**config.mk**
```make
export PLATFORM = sky130hd
export DESIGN_NAME = regfile_wb_arbiter
export DESIGN_NICKNAME = d
export VERILOG_FILES = /design/src/rtl/regfile_wb_pkg.sv /design/src/rtl/rr_arbiter.sv /design/src/rtl/regfile_wb_arbiter.sv
export SDC_FILE = /design/constraint.sdc
export NUM_CORES = 1
export LEC_CHECK = 0
export CAP_MARGIN = 20
export CORE_MARGIN = 2
export CORE_UTILIZATION = 48
export DETAILED_ROUTE_END_ITERATION = 16
export GPL_ROUTABILITY_DRIVEN = 1
export PLACE_DENSITY = 0.87
export SLEW_MARGIN = 40
export SYNTH_ARGS = -nofsm -noshare
export SYNTH_HDL_FRONTEND = slang
export SYNTH_SLANG_ARGS = --single-unit
```
**constraint.sdc**
```tcl
create_clock -name clk -period 9.1 [get_ports clk]
set_input_delay 1.365 -clock clk [delete_from_list [all_inputs] [get_ports clk]]
set_output_delay 1.365 -clock clk [all_outputs]
set_load 0.01 [all_outputs]
```
**src/rtl/regfile_wb_pkg.sv**
```systemverilog
// rtl/regfile_wb_pkg.sv - shared widths, x0 constant and writeback request type
// Imported by regfile_wb_arbiter and rr_arbiter.
package regfile_wb_pkg;

  localparam int WB_DATA_WIDTH = 32;
  localparam int WB_ADDR_WIDTH = 5;

  localparam logic [WB_ADDR_WIDTH-1:0] REG_ZERO = '0;

  typedef struct packed {
    logic [WB_ADDR_WIDTH-1:0] rd;
    logic [WB_DATA_WIDTH-1:0] data;
  } wb_req_t;

endpackage

```
**src/rtl/rr_arbiter.sv**
```systemverilog
// rtl/rr_arbiter.sv - one-hot arbiter, round-robin by default
// Optional feature: WB_FIXED_PRIO_EN selects lowest-index-wins priority with no pointer.
module rr_arbiter
  import regfile_wb_pkg::*;
#(
  parameter int NUM_REQ = 3
) (
  input  logic               clk,
  input  logic               rst_n,
  input  logic [NUM_REQ-1:0] req_i,
  output logic [NUM_REQ-1:0] gnt_o
);

`ifdef WB_FIXED_PRIO_EN

  logic unused_clk_rst;
  assign unused_clk_rst = clk ^ rst_n;

  // Descending scan so the lowest requesting index is written last and wins.
  always_comb begin
    gnt_o = '0;
    for (int i = NUM_REQ - 1; i >= 0; i--) begin
      if (req_i[i]) begin
        gnt_o = '0;
        gnt_o[i] = 1'b1;
      end
    end
  end

`else

  localparam int PW = (NUM_REQ > 1) ? $clog2(NUM_REQ) : 1;

  logic [PW-1:0] ptr_q;
  logic [PW-1:0] ptr_d;
  logic [PW-1:0] idx;
  logic          found;

  // Search starts one past the last winner and wraps, so every source waits at most NUM_REQ-1 grants.
  always_comb begin
    gnt_o = '0;
    ptr_d = ptr_q;
    found = 1'b0;
    idx   = '0;
    for (int i = 1; i <= NUM_REQ; i++) begin
      idx = PW'((int'(ptr_q) + i) % NUM_REQ);
      if (!found && req_i[idx]) begin
        gnt_o[idx] = 1'b1;
        ptr_d      = idx;
        found      = 1'b1;
      end
    end
  end

  always_ff @(posedge clk or negedge rst_n) begin
    if (!rst_n) begin
      ptr_q <= PW'(NUM_REQ - 1);
    end else begin
      ptr_q <= ptr_d;
    end
  end

`endif

endmodule

```
**src/rtl/regfile_wb_arbiter.sv**
```systemverilog
// rtl/regfile_wb_arbiter.sv - register-file write-port arbiter with pending-write scoreboard
// Optional feature: WB_FIXED_PRIO_EN (fixed priority inside rr_arbiter).
module regfile_wb_arbiter
  import regfile_wb_pkg::*;
#(
  parameter int NUM_REQ    = 3,
  parameter int DATA_WIDTH = WB_DATA_WIDTH,
  parameter int ADDR_WIDTH = WB_ADDR_WIDTH
) (
  input  logic                          clk,
  input  logic                          rst_n,
  input  logic [NUM_REQ-1:0]            req_valid_i,
  output logic [NUM_REQ-1:0]            req_ready_o,
  input  logic [NUM_REQ*ADDR_WIDTH-1:0] req_rd_i,
  input  logic [NUM_REQ*DATA_WIDTH-1:0] req_data_i,
  output logic                          wr_en_o,
  output logic [ADDR_WIDTH-1:0]         wr_addr_o,
  output logic [DATA_WIDTH-1:0]         wr_data_o,
  input  logic                          rsv_valid_i,
  input  logic [ADDR_WIDTH-1:0]         rsv_rd_i,
  input  logic [ADDR_WIDTH-1:0]         chk_rs1_i,
  input  logic [ADDR_WIDTH-1:0]         chk_rs2_i,
  output logic                          rs1_busy_o,
  output logic                          rs2_busy_o
);

  localparam int DEPTH = 1 << ADDR_WIDTH;
  localparam logic [ADDR_WIDTH-1:0] X0 = ADDR_WIDTH'(REG_ZERO);

  logic [NUM_REQ-1:0]    gnt;
  logic                  any_gnt;
  logic [ADDR_WIDTH-1:0] win_rd;
  logic [DATA_WIDTH-1:0] win_data;

  logic                  wr_en_q, wr_en_d;
  logic [ADDR_WIDTH-1:0] wr_addr_q, wr_addr_d;
  logic [DATA_WIDTH-1:0] wr_data_q, wr_data_d;
  logic [DEPTH-1:0]      sb_q, sb_d;

  rr_arbiter #(
    .NUM_REQ (NUM_REQ)
  ) u_arb (
    .clk   (clk),
    .rst_n (rst_n),
    .req_i (req_valid_i),
    .gnt_o (gnt)
  );

  // Grants are forced low while reset is asserted so no source sees a completed handshake.
  assign req_ready_o = gnt & {NUM_REQ{rst_n}};
  assign any_gnt     = |gnt;

  always_comb begin
    win_rd   = '0;
    win_data = '0;
    for (int k = 0; k < NUM_REQ; k++) begin
      if (gnt[k]) begin
        win_rd   = req_rd_i[k*ADDR_WIDTH +: ADDR_WIDTH];
        win_data = req_data_i[k*DATA_WIDTH +: DATA_WIDTH];
      end
    end
  end

  always_comb begin
    wr_en_d   = any_gnt && (win_rd != X0);
    wr_addr_d = wr_en_d ? win_rd   : wr_addr_q;
    wr_data_d = wr_en_d ? win_data : wr_data_q;
  end

  // Clear applies first so a same-edge reservation of the retiring register wins.
  always_comb begin
    sb_d = sb_q;
    if (wr_en_q) begin
      sb_d[wr_addr_q] = 1'b0;
    end
    if (rsv_valid_i && (rsv_rd_i != X0)) begin
      sb_d[rsv_rd_i] = 1'b1;
    end
  end

  always_ff @(posedge clk or negedge rst_n) begin
    if (!rst_n) begin
      wr_en_q   <= 1'b0;
      wr_addr_q <= '0;
      wr_data_q <= '0;
      sb_q      <= '0;
    end else begin
      wr_en_q   <= wr_en_d;
      wr_addr_q <= wr_addr_d;
      wr_data_q <= wr_data_d;
      sb_q      <= sb_d;
    end
  end

  assign wr_en_o    = wr_en_q;
  assign wr_addr_o  = wr_addr_q;
  assign wr_data_o  = wr_data_q;
  assign rs1_busy_o = (chk_rs1_i != X0) && sb_q[chk_rs1_i];
  assign rs2_busy_o = (chk_rs2_i != X0) && sb_q[chk_rs2_i];

endmodule
```
* Yosys cells after proc, flatten, opt, wreduce, memory -nomap -nowiden
Cells that the tools add are included.
Operators by class: add/subtract/negate cells 3, div/mod/pow operators 3, order comparisons 12, multiplexer cells 36, bitwise operators 6, reductions and logical operators 19
Operator list (count):
- 32-bit 2-to-1 mux | 5
- 32-bit by 3-bit modulo with 32-bit output (second input constant) | 3
- 32-bit bitwise AND | 1
- 32-bit NOT | 1
- 32-bit OR | 1
- 5-bit by 6-bit less-than comparator with 1-bit output (second input constant) | 4
- 5-bit nonzero test | 4
- 5-bit 2-to-1 mux | 3
- 1-bit 2-to-1 mux | 12
- 1-bit logical AND | 11
- 1-bit binary-select mux with 5-bit select | 2
- 1-bit demux with 5-bit select | 2
- 5-bit by 1-bit greater-or-equal comparator with 1-bit output (second input constant) | 2
- 2-bit by 3-bit less-than comparator with 1-bit output (second input constant) | 3
- 3-bit 2-to-1 mux | 3
- 2-bit by 2-bit adder with 3-bit output (second input constant) | 2
- 1-bit binary-select mux with 2-bit select | 3
- 1-bit demux with 2-bit select | 3
- 2-bit by 1-bit greater-or-equal comparator with 1-bit output (second input constant) | 3
- 2-bit 2-to-1 mux | 3
- 3-bit OR | 2
- 2-bit by 1-bit adder with 3-bit output (second input constant) | 1
- 3-bit bitwise AND | 1
- 3-bit nonzero test | 1
- other kinds (2) | 3
Storage, ports and cells: flip-flop bits (word level) 72, bits of input ports 132, output and inout bits 43, logic and storage cells 84

* Depth between registers and ports, before layout
Gate-level depths: netlist of the first run.
depth in word-level cells 16, depth in mapped cells 14, depth with buffers taken out 10

* Cells and area by module
From an unflattened synthesis of the first run, not the netlist that was laid out.
Unflattened totals: cell total of the unflattened synthesis 417, area total of the unflattened synthesis 4381.7 sq um
By module, submodules not included:
- regfile_wb_arbiter | instances 1, cells each 372, area each 4015.1 sq um, seq. area each 1726.7 sq um
- rr_arbiter | instances 1, cells each 45, area each 366.6 sq um, seq. area each 51.3 sq um

* Worst setup path after synthesis of the first run
No wires, ideal clock.
path kind input to output, start point input req_valid_i[1], end point output req_ready_o[0], arrival 3.406 ns, data required time 7.735 ns, path slack 4.329 ns, cell stages on the path 8, cell sequence clkbuf_1 > mux2_2 > a222oi_1 > and3_1 > a221o_1 > clkbuf_1 > clkbuf_1 > and2_1
On the way: longest elaborated chain between the ends 10
Ends and longest elaborated chain:
- start: declaration | RTL line regfile_wb_arbiter.sv:12 | input logic [NUM_REQ-1:0] req_valid_i,
- 1-bit binary-select mux with 2-bit select | RTL line rr_arbiter.sv:47 | if (!found && req_i[idx]) begin
- 1-bit 2-to-1 mux (not written as such) | RTL line rr_arbiter.sv:47
- 1-bit 2-to-1 mux | RTL line rr_arbiter.sv:47
- 1-bit logical NOT | RTL line rr_arbiter.sv:47
- 1-bit logical AND | RTL line rr_arbiter.sv:47
- 1-bit 2-to-1 mux | RTL line rr_arbiter.sv:47
- 1-bit logical NOT | RTL line rr_arbiter.sv:47
- 1-bit logical AND | RTL line rr_arbiter.sv:47
- 3-bit 2-to-1 mux * | RTL line rr_arbiter.sv:47
- 3-bit bitwise AND * | RTL line regfile_wb_arbiter.sv:50 | assign req_ready_o = gnt & {NUM_REQ{rst_n}};
- end: declaration | RTL line regfile_wb_arbiter.sv:13 | output logic [NUM_REQ-1:0] req_ready_o,
Mark *: on every way between the ends. The rest lies on a longest branch, timed or not. The select of a mux whose other input is x is not followed.

* Final worst setup path of the first run
start point input req_valid_i[2], end point output req_ready_o[1]
The elaborated chain is that of the path after synthesis.

==> impl_metrics.py, run 1 <==
metrics = {
    "run_status": {
        "status": "finished, final reports clean",
    },
    "route": {
        "ant_nets": 0,
        "drt_iter0_markers": 262,
        "post_drt_wl_per_cell_um": 18.7,
        "dr.pass1.iters": 5,
        "vias": 4401,
        "vias_per_cell": 5.97,
        "drc": 0,
        "routed_wl_mm": 13.8,
    },
    "die": {
        "die_height_um": 100,
        "fp-row-count": 35,
        "die_area_sq_um": 10100,
        "die_w_um": 100,
        "ios": 175,
        "core_area_sq_um": 9110,
        "initial_core_util_pct": 48.9,
    },
    "grt": {
        "grt_pass1_vias": 4555,
        "grt_max_degree": 78,
        "grtUsageTotal_pct": 27.6,
        "grt_overflow": 0,
        "grt_pass1_wl_mm": 21.5,
        "antenna_found_initial": 0,
    },
    "yosys": {
        "ys_seq_elements": 71,
        "async_flop_share_pct": 100,
        "ys_seq_area_share_pct": 39.9,
        "synth.avg_cell_area_sq_um": 9.60,
        "synth.distinct_cells": 46,
        "yosysWarningCount": 0,
        "syn_nets": 600,
        "synth_edf_count": 0,
        "ys_dominant_reg_cell": "dfrtp_1",
        "netlist_area_sq_um": 4450,
        "synth_cells": 464,
    },
    "placement": {
        "dp_cells": 720,
        "port_buffers": 174,
        "place_congestion": 0.864,
        "placed_cell_area_sq_um": 6240,
        "hpwlAfterDp_mm": 10.3,
    },
    "clock_network": {
        "cts_made_buffers": 9,
        "cts_setup_buffers": 0,
        "cts.clk_slew.worst_paths_ns": 0.08,
        "cts_root_buf": "clkbuf_8",
        "cts.sinks": 71,
        "cts_resized": 0,
        "clock_latency_ns": 0.34,
        "cts_buffer_depth": 2,
        "htree_num_levels": 3,
        "cts_tree": "built",
        "hold_buffers": 0,
    },
    "power_and_ir_drop": {
        "p_leak_nw": 2.54,
        "power-per-cell-area_nw_per_um2": 352,
        "peakVddDrop_mv": 0.170,
        "power_mw": 2.27,
    },
    "critical_path": {
        "worstPathArrival_ns": 4.54,
        "cp-end-kind": "output pin",
        "reg2reg_to": "wr_data_o[8]",
        "reg2reg_depth": 12,
        "worst-path-max-fanout": 36,
        "worstPathRequired_ns": 7.74,
        "r2r_slack_ns": 4.16,
        "critPathKind": "input pin to output pin",
        "cp-endpoint": "req_ready_o[1]",
        "startpoint_type": "input pin",
        "r2r_start": "u_arb.ptr_q[0]",
        "critical_path.startpoint": "req_valid_i[2]",
    },
    "timing": {
        "tns_ns": 0,
        "period_needed_ns": 5.90,
        "hold_viol": 0,
        "holdWs_ns": 0.494,
        "rsz0062_at_grt": "false",
        "drv_slew": 0,
        "slew_headroom_pct": 50.1,
        "setup_violations": 0,
        "fmax_ghz": 0.169,
        "finClkSkew_ns": 0.00846,
        "post-route-period-util_pct": 64.9,
        "worst_slew_pin_slew_ns": 0.748,
    },
    "run": {
        "drv_cap": 0,
    },
    "worst_hold_path": {
        "hp-class": "register to register",
        "hold_depth": 1,
    },
    "finish": {
        "diodes": 0,
        "syn2layout_area_growth_pct": 45.0,
        "final_cell_count_no_fill": 737,
        "finalNetCount": 757,
        "layout-drive-gt1-share_pct": 13.6,
        "final_area_sq_um": 6460,
    },
}
==> critical path, cell delays in order <==
cell and delay [ns]:
clkdlybuf4s50_1 0.62, mux2_4 0.36, a222oi_1 0.57, clkbuf_2 0.26, a211oi_1 0.17, nor2_2 0.12, buf_4 0.33, and2_1 0.18
clkdlybuf4s50_1 0.54
==> cell families after synthesis <==
logic type               share of synthesized area [%]
flip-flops                                        39.9
multiplexers                                      20.1
AO/OA/AOI/OAI                                     16.9
AND/OR/NAND/NOR                                   17.5
adder cells (fa/ha/maj)                           1.12
buffers and inverters                             4.38
==> flip-flops by register name, summed over array words and instances, names as in the netlist <==
signal / count
sb_q: 31
u_arb.ptr_q: 2
wr_addr_o: 5
wr_data_o: 32
wr_en_o: 1
==> worst min path at each step <==
| stage | startpoint | end | slack [ns] |
|---|---|---|---|
| 2_1_floorplan | sb_q[3] | sb_q[3] | 0.48 |
| 3_3_place_gp | wr_data_o[30] | wr_data_o[30] | 0.47 |
| 3_5_place_dp | wr_data_o[29] | wr_data_o[29] | 0.48 |
| 4_1_cts | wr_data_o[29] | wr_data_o[29] | 0.50 |
| 5_1_grt | wr_data_o[29] | wr_data_o[29] | 0.51 |
| 6_report | wr_data_o[29] | wr_data_o[29] | 0.49 |
==> layout by cell type, fill, tap and decap left out, drive strengths merged, types with 5 or more instances in the layout <==
master,n
a21o,6
a31oi,37
buf,7
clkbuf,11
clkdlybuf4s50,173
dfrtp,70
inv,7
mux2,38
mux4,18
nand2,48
nand3,39
nand3b,10
nor2,42
nor2b,5
o21ai,67
==> routing by layer <==
layer / share of wire [%] / global-route usage [%]
met1: 37 / 32.4
met5: 0 / 0
met2: 51 / 46.0
met3: 8.3 / 7.10
met4: 3.8 / 15.3
==> report_power, final <==
group,total (mW),leakage [nW],switching (mW),internal (mW)
Clock,0.269,0.102,0.115,0.153
Combinational,1.41,1.60,0.680,0.728
Sequential,0.599,0.841,0.119,0.479
==> metrics by stage <==
stage	utilization [%]	setup WS [ns]
finish	70.9	3.20
global route	70.9	3.00
CTS	70.8	3.02
detailed placement	68.5	2.98
global placement	68.4	2.47
floorplan	-	4.33
==> cells in the mapped netlist, types with 3 or more instances <==
cell / n / area share [%]
dfrtp_1: 70 / 39
o21ai_0: 67 / 7.5
nand2_1: 48 / 4.0
nor2_1: 42 / 3.5
nand3_1: 39 / 4.4
a31oi_1: 37 / 5.2
clkbuf_1: 26 / 2.2
mux2_2: 23 / 5.8
mux4_2: 18 / 9.1
mux2_4: 11 / 3.7
nand3b_1: 10 / 1.7
inv_1: 7 / 0.59
a21o_1: 6 / 1.0
nor2b_1: 5 / 0.70
ha_1: 4 / 1.1
mux2_1: 4 / 1.0
or3b_2: 4 / 0.79
buf_1: 3 / 0.25
==> area by class of cell <==
type / count / area (sq um)
Fill cell: 677 / 2650
Clock buffer: 10 / 128
Sequential cell: 71 / 1780
Clock inverter: 6 / 85.1
Timing Repair Buffer: 181 / 1790
Multi-Input combinational cell: 351 / 2510
Tap cell: 111 / 139
Inverter: 7 / 26.3
Power figures use the tool's default switching activity.
==> run 2, diff against run 1 <==
- CORE_UTILIZATION: 48 -> 40
- PLACE_DENSITY: 0.87 -> 0.77
- clock period: 9.1 -> 5.18 ns (I/O delays scaled with it)
==> run 2 against run 1 <==
Die area increased by 19%; core utilization decreased by 11 points; global-route usage decreased by 4.3 points; cell area increased by 0.12%; sequential power increased by 77%; non-clock buffer count unchanged; critical endpoint unchanged; highest routed layer unchanged.
==> impl_metrics.py, run 2 (same netlist as run 1, synthesis figures left out) <==
metrics = {
    "critical_path": {
        "reg2reg_to": "wr_data_o[28]",
        "r2r_slack_ns": 1.32,
        "worstPathRequired_ns": 4.40,
        "r2r_start": "u_arb.ptr_q[0]",
        "critPathKind": "input pin to output pin",
        "startpoint_type": "input pin",
        "worst-path-max-fanout": 13,
        "reg2reg_depth": 13,
        "worstPathArrival_ns": 3.68,
        "cp-end-kind": "output pin",
    },
    "route": {
        "drt_iter0_markers": 355,
        "post_drt_wl_per_cell_um": 18.0,
        "vias_per_cell": 5.68,
        "dr.pass1.iters": 7,
        "vias": 4349,
        "ant_nets": 0,
        "drc": 0,
        "routed_wl_mm": 13.8,
    },
    "run": {
        "drv_cap": 0,
    },
    "die": {
        "fp-row-count": 38,
        "ios": 175,
        "die_area_sq_um": 12000,
        "die_w_um": 110,
        "core_area_sq_um": 10800,
        "die_height_um": 110,
        "initial_core_util_pct": 41.1,
    },
    "grt": {
        "grt_pass1_wl_mm": 21.5,
        "grtUsageTotal_pct": 23.3,
        "grt_pass1_vias": 4383,
        "grt_util_met3_pct": 5.81,
        "grt_max_degree": 75,
        "grt_overflow": 0,
        "grtUsageMet1_pct": 26.6,
        "use_met2_pct": 42.6,
        "antenna_found_initial": 0,
        "busiest_layer": "met2",
    },
    "placement": {
        "placed_cell_area_sq_um": 6280,
        "dpl_worst_slack_ns": 0.741,
        "port_buffers": 174,
        "hpwlAfterDp_mm": 10.3,
        "place_congestion": 0.970,
        "dp_cells": 750,
    },
    "finish": {
        "layout-drive-gt1-share_pct": 13.6,
        "diodes": 0,
        "final_cell_count_no_fill": 766,
        "finalNetCount": 757,
        "final_cell_mix": "clkdlybuf4s50_1, dfrtp_1, o21ai_0",
        "final_util_pct": 59.6,
        "fill_cells": 947,
        "final_area_sq_um": 6460,
        "final_common_cell": "clkdlybuf4s50_1",
        "syn2layout_area_growth_pct": 45.2,
        "largest_reg_flops": 32,
    },
    "clock_network": {
        "cts_buffer_depth": 2,
        "cts_made_buffers": 9,
        "clock_latency_ns": 0.35,
        "cts.clk_slew.worst_paths_ns": 0.08,
        "htree_num_levels": 3,
        "hold_buffers": 0,
        "cts_root_buf": "clkbuf_8",
        "cts_setup_buffers": 0,
        "cts_tree": "built",
        "cts_resized": 0,
        "cts.sinks": 71,
    },
    "worst_hold_path": {
        "hp-class": "input pin to asynchronous set/reset pin",
    },
    "timing": {
        "worst_slew_pin_slew_ns": 0.671,
        "post-route-period-util_pct": 86.0,
        "tns_ns": 0,
        "setup_slack_ns": 0.724,
        "fmax_ghz": 0.224,
        "setup_violations": 0,
        "hold_viol": 0,
        "rsz0062_at_grt": "false",
        "period_needed_ns": 4.46,
        "slew_headroom_pct": 55.0,
        "finClkSkew_ns": 0.00991,
        "holdWs_ns": 0.424,
        "drv_slew": 0,
    },
    "power_and_ir_drop": {
        "power_mw": 3.92,
        "p_leak_nw": 2.53,
        "peakVddDrop_mv": 0.266,
        "power-per-cell-area_nw_per_um2": 607,
    },
    "run_status": {
        "status": "finished, final reports clean",
    },
}
-- run 2: cell types whose count changed in the layout (fill, tap and decap cells not counted) --
cell       before  now
buf_4           6    7
nand2b_1        1    2
clkbuf_8        9   10
nand2b_2        1    0
bufinv_16       2    0
clkinv_4        0    3
clkbuf_2        1    0
clkbuf_1        1    0
clkinv_2        2    1
-- run 2: worst max-delay path by stage --
stage / from / to / slack [ns] / cells past startpoint
after floorplan: u_arb.ptr_q[1] / wr_data_o[28] / 1.51 / 13
after global placement: req_valid_i[2] / req_ready_o[1] / 0.87 / 8
after detailed placement: req_valid_i[2] / req_ready_o[1] / 0.74 / 8
after CTS: req_valid_i[2] / req_ready_o[1] / 0.73 / 8
after global routing: u_arb.ptr_q[0] / req_ready_o[1] / 0.56 / 9
final: req_valid_i[2] / req_ready_o[1] / 0.72 / 8
-- run 2: critical path, stage by stage --
cell and delay [ns]:
clkdlybuf4s50_1 0.60, mux2_4 0.35, a222oi_1 0.34, buf_4 0.22, a211oi_1 0.16, nor2_2 0.47
and2_1 0.21, clkdlybuf4s50_1 0.55
-- run 2: layout make-up --
cell class | instances | area, sq um | share of cell area, %
clock inverter | 6 | 46.3 | 0.716
tap | 140 | 175 | 2.71
multi-input combinational | 351 | 2510 | 38.8
sequential | 71 | 1780 | 27.5
timing repair buffer | 181 | 1800 | 27.8
clock buffer | 10 | 138 | 2.13
inverter | 7 | 26.3 | 0.406
-- run 2: report_power, final --
group | switching (mW) | total (mW) | internal, mW
Combinational | 1.17 | 2.46 | 1.28
Clock | 0.221 | 0.409 | 0.188
Sequential | 0.215 | 1.06 | 0.842
Total | 1.61 | 3.92 | 2.31
-- run 2: metal layers --
layer | up-vias | part of all wire [%]
li1 | 2025 | -
met1 | 2080 | 38
met2 | 224 | 52
met3 | 20 | 8.7
met4 | 0 | 1.6
met5 | - | 0
==> run 3, diff against run 2 <==
- CAP_MARGIN: 20 -> 10
- CORE_MARGIN: 2 -> not set
==> run 3 against run 2 <==
Fmax rose by 5.5%; flip-flop and latch count unchanged; power rose by 1.2%; sequential share of layout area down 0.069 points; cell area grew 0.25%; core utilization is 0.15 points higher; non-clock buffer count is the same; first-iteration DRC count fell by 8.7%; via count increased by 1.6%; critical path depth is the same; die area fell by 3.6%; clock skew rose by 0.0013 ns; critical path type unchanged.
==> impl_metrics.py, run 3 (same netlist as run 1, synthesis figures left out) <==
metrics = {
    "power_and_ir_drop": {
        "p_leak_nw": 2.53,
        "p_seq_share_pct": 26.8,
        "swShare_pct": 40.2,
        "peakVddDrop_mv": 0.313,
        "clockPowerShare_pct": 10.9,
        "power-per-cell-area_nw_per_um2": 613,
        "power_frac_comb_pct": 62.3,
        "switchingPower_mw": 1.60,
        "p_int_mw": 2.37,
    },
    "clock_network": {
        "cts.sinks": 71,
        "htree_num_levels": 3,
        "cts_tree": "built",
        "hold_buffers": 0,
        "cts_setup_buffers": 0,
        "cts_root_buf": "clkbuf_8",
        "cts.clk_slew.worst_paths_ns": 0.07,
        "cts_made_buffers": 9,
        "cts_resized": 0,
        "clock_latency_ns": 0.34,
        "cts_buffer_depth": 2,
    },
    "critical_path": {
        "r2r_start": "u_arb.ptr_q[0]",
        "reg2reg_to": "wr_data_o[16]",
        "startpoint_type": "input pin",
        "critPathKind": "input pin to output pin",
        "cp-end-kind": "output pin",
        "worst-path-max-fanout": 13,
        "reg2reg_depth": 13,
        "worstPathArrival_ns": 3.45,
        "worstPathRequired_ns": 4.40,
        "r2r_slack_ns": 1.17,
    },
    "route": {
        "vias_per_cell": 5.77,
        "dr.pass1.iters": 5,
        "drt_iter0_markers": 324,
        "routed_wl_mm": 13.8,
        "post_drt_wl_per_cell_um": 18.0,
        "drc": 0,
        "vias": 4420,
        "ant_nets": 0,
    },
    "placement": {
        "placed_cell_area_sq_um": 6290,
        "port_buffers": 174,
        "dpl_worst_slack_ns": 0.725,
        "hpwlAfterDp_mm": 10.3,
        "place_congestion": 0.965,
    },
    "finish": {
        "layout-drive-gt1-share_pct": 13.1,
        "largest_reg_flops": 32,
        "final_area_sq_um": 6480,
        "diodes": 0,
        "fill_cells": 919,
        "ff_latch_area_sq_um": 1780,
        "multiInputGateArea_sq_um": 2510,
        "final_common_cell": "clkdlybuf4s50_1",
        "final_cell_mix": "clkdlybuf4s50_1, dfrtp_1, o21ai_0",
        "syn2layout_area_growth_pct": 45.5,
        "finalNetCount": 757,
    },
    "grt": {
        "grtUsageTotal_pct": 24.1,
        "grt_pass1_wl_mm": 21.6,
        "grt_max_degree": 65,
        "antenna_found_initial": 0,
        "grt_pass1_vias": 4369,
        "grt_overflow": 0,
    },
    "timing": {
        "drv_slew": 0,
        "holdWs_ns": 0.330,
        "period_needed_ns": 4.22,
        "setup_slack_ns": 0.957,
        "rsz0062_at_grt": "false",
        "hold_viol": 0,
        "slew_headroom_pct": 47.6,
        "finClkSkew_ns": 0.0112,
        "post-route-period-util_pct": 81.5,
        "worst_slew_pin_slew_ns": 0.781,
        "tns_ns": 0,
        "fmax_ghz": 0.237,
        "setup_violations": 0,
    },
    "die": {
        "fp-row-count": 38,
        "ios": 175,
        "die_area_sq_um": 11600,
        "initial_core_util_pct": 41.1,
        "core_area_sq_um": 10800,
        "die_w_um": 108,
        "die_height_um": 108,
    },
    "worst_hold_path": {
        "hp-class": "input pin to asynchronous set/reset pin",
    },
    "run": {
        "drv_cap": 0,
    },
    "run_status": {
        "status": "finished, final reports clean",
    },
}
-- run 3: cell types whose count changed in the layout (fill, tap and decap cells not counted), sizes merged --
cell,before,now
bufinv,0,1
clkbuf,10,13
clkinv,4,1
clkinvlp,2,1
-- run 3: routing by layer --
| layer | up-vias | track usage, % | share of wire (%) |
|---|---|---|---|
| met5 | - | 0 | 0 |
| met4 | 0 | 9.30 | 3.3 |
| met3 | 32 | 6.30 | 7.4 |
| met2 | 227 | 42.3 | 50 |
| met1 | 2143 | 28.0 | 39 |
| li1 | 2018 | - | - |
-- run 3: final cells by class --
class	instances	area share, %
timing repair buffer	181	27.8
tap	140	2.70
sequential	71	27.4
multi-input combinational	351	38.7
clock inverter	3	0.656
inverter	7	0.405
clock buffer	13	2.30
-- run 3: power groups by stage --
stage	Sequential (mW)	Combinational (mW)	Clock (mW)
finish	1.06	2.48	0.433
global route	1.10	2.68	0.466
CTS	1.06	2.47	0.443
detailed placement	1.07	2.47	0
global placement	1.04	2.41	0
floorplan	1.04	1.68	0
-- run 3: worst max path at each step --
stage | start | to | cells after the start
final | req_valid_i[2] | req_ready_o[1] | 8
after CTS | chk_rs1_i[0] | rs1_busy_o | 5
after floorplan | u_arb.ptr_q[1] | wr_data_o[28] | 13
after detailed placement | req_valid_i[2] | wr_data_o[16] | 12
after global placement | req_valid_i[2] | wr_data_o[17] | 12
after global routing | req_valid_i[2] | wr_data_o[30] | 12
-- run 3: per-stage QoR --
stage	std cells	power [mW]	util, %
final	766	3.97	59.8
after global placement	750	3.45	58.0
after global routing	766	4.24	59.8
after floorplan	464	2.72	-
after detailed placement	750	3.54	58.0
after CTS	766	3.98	59.8
-- run 3: critical path, cell delays in order --
cell	delay, ns
clkdlybuf4s50_1	0.73
mux2_4	0.22
a222oi_1	0.09
buf_4	0.17
a211oi_1	0.68
nor2_2	0.07
and2_1	0.20
clkdlybuf4s50_1	0.51
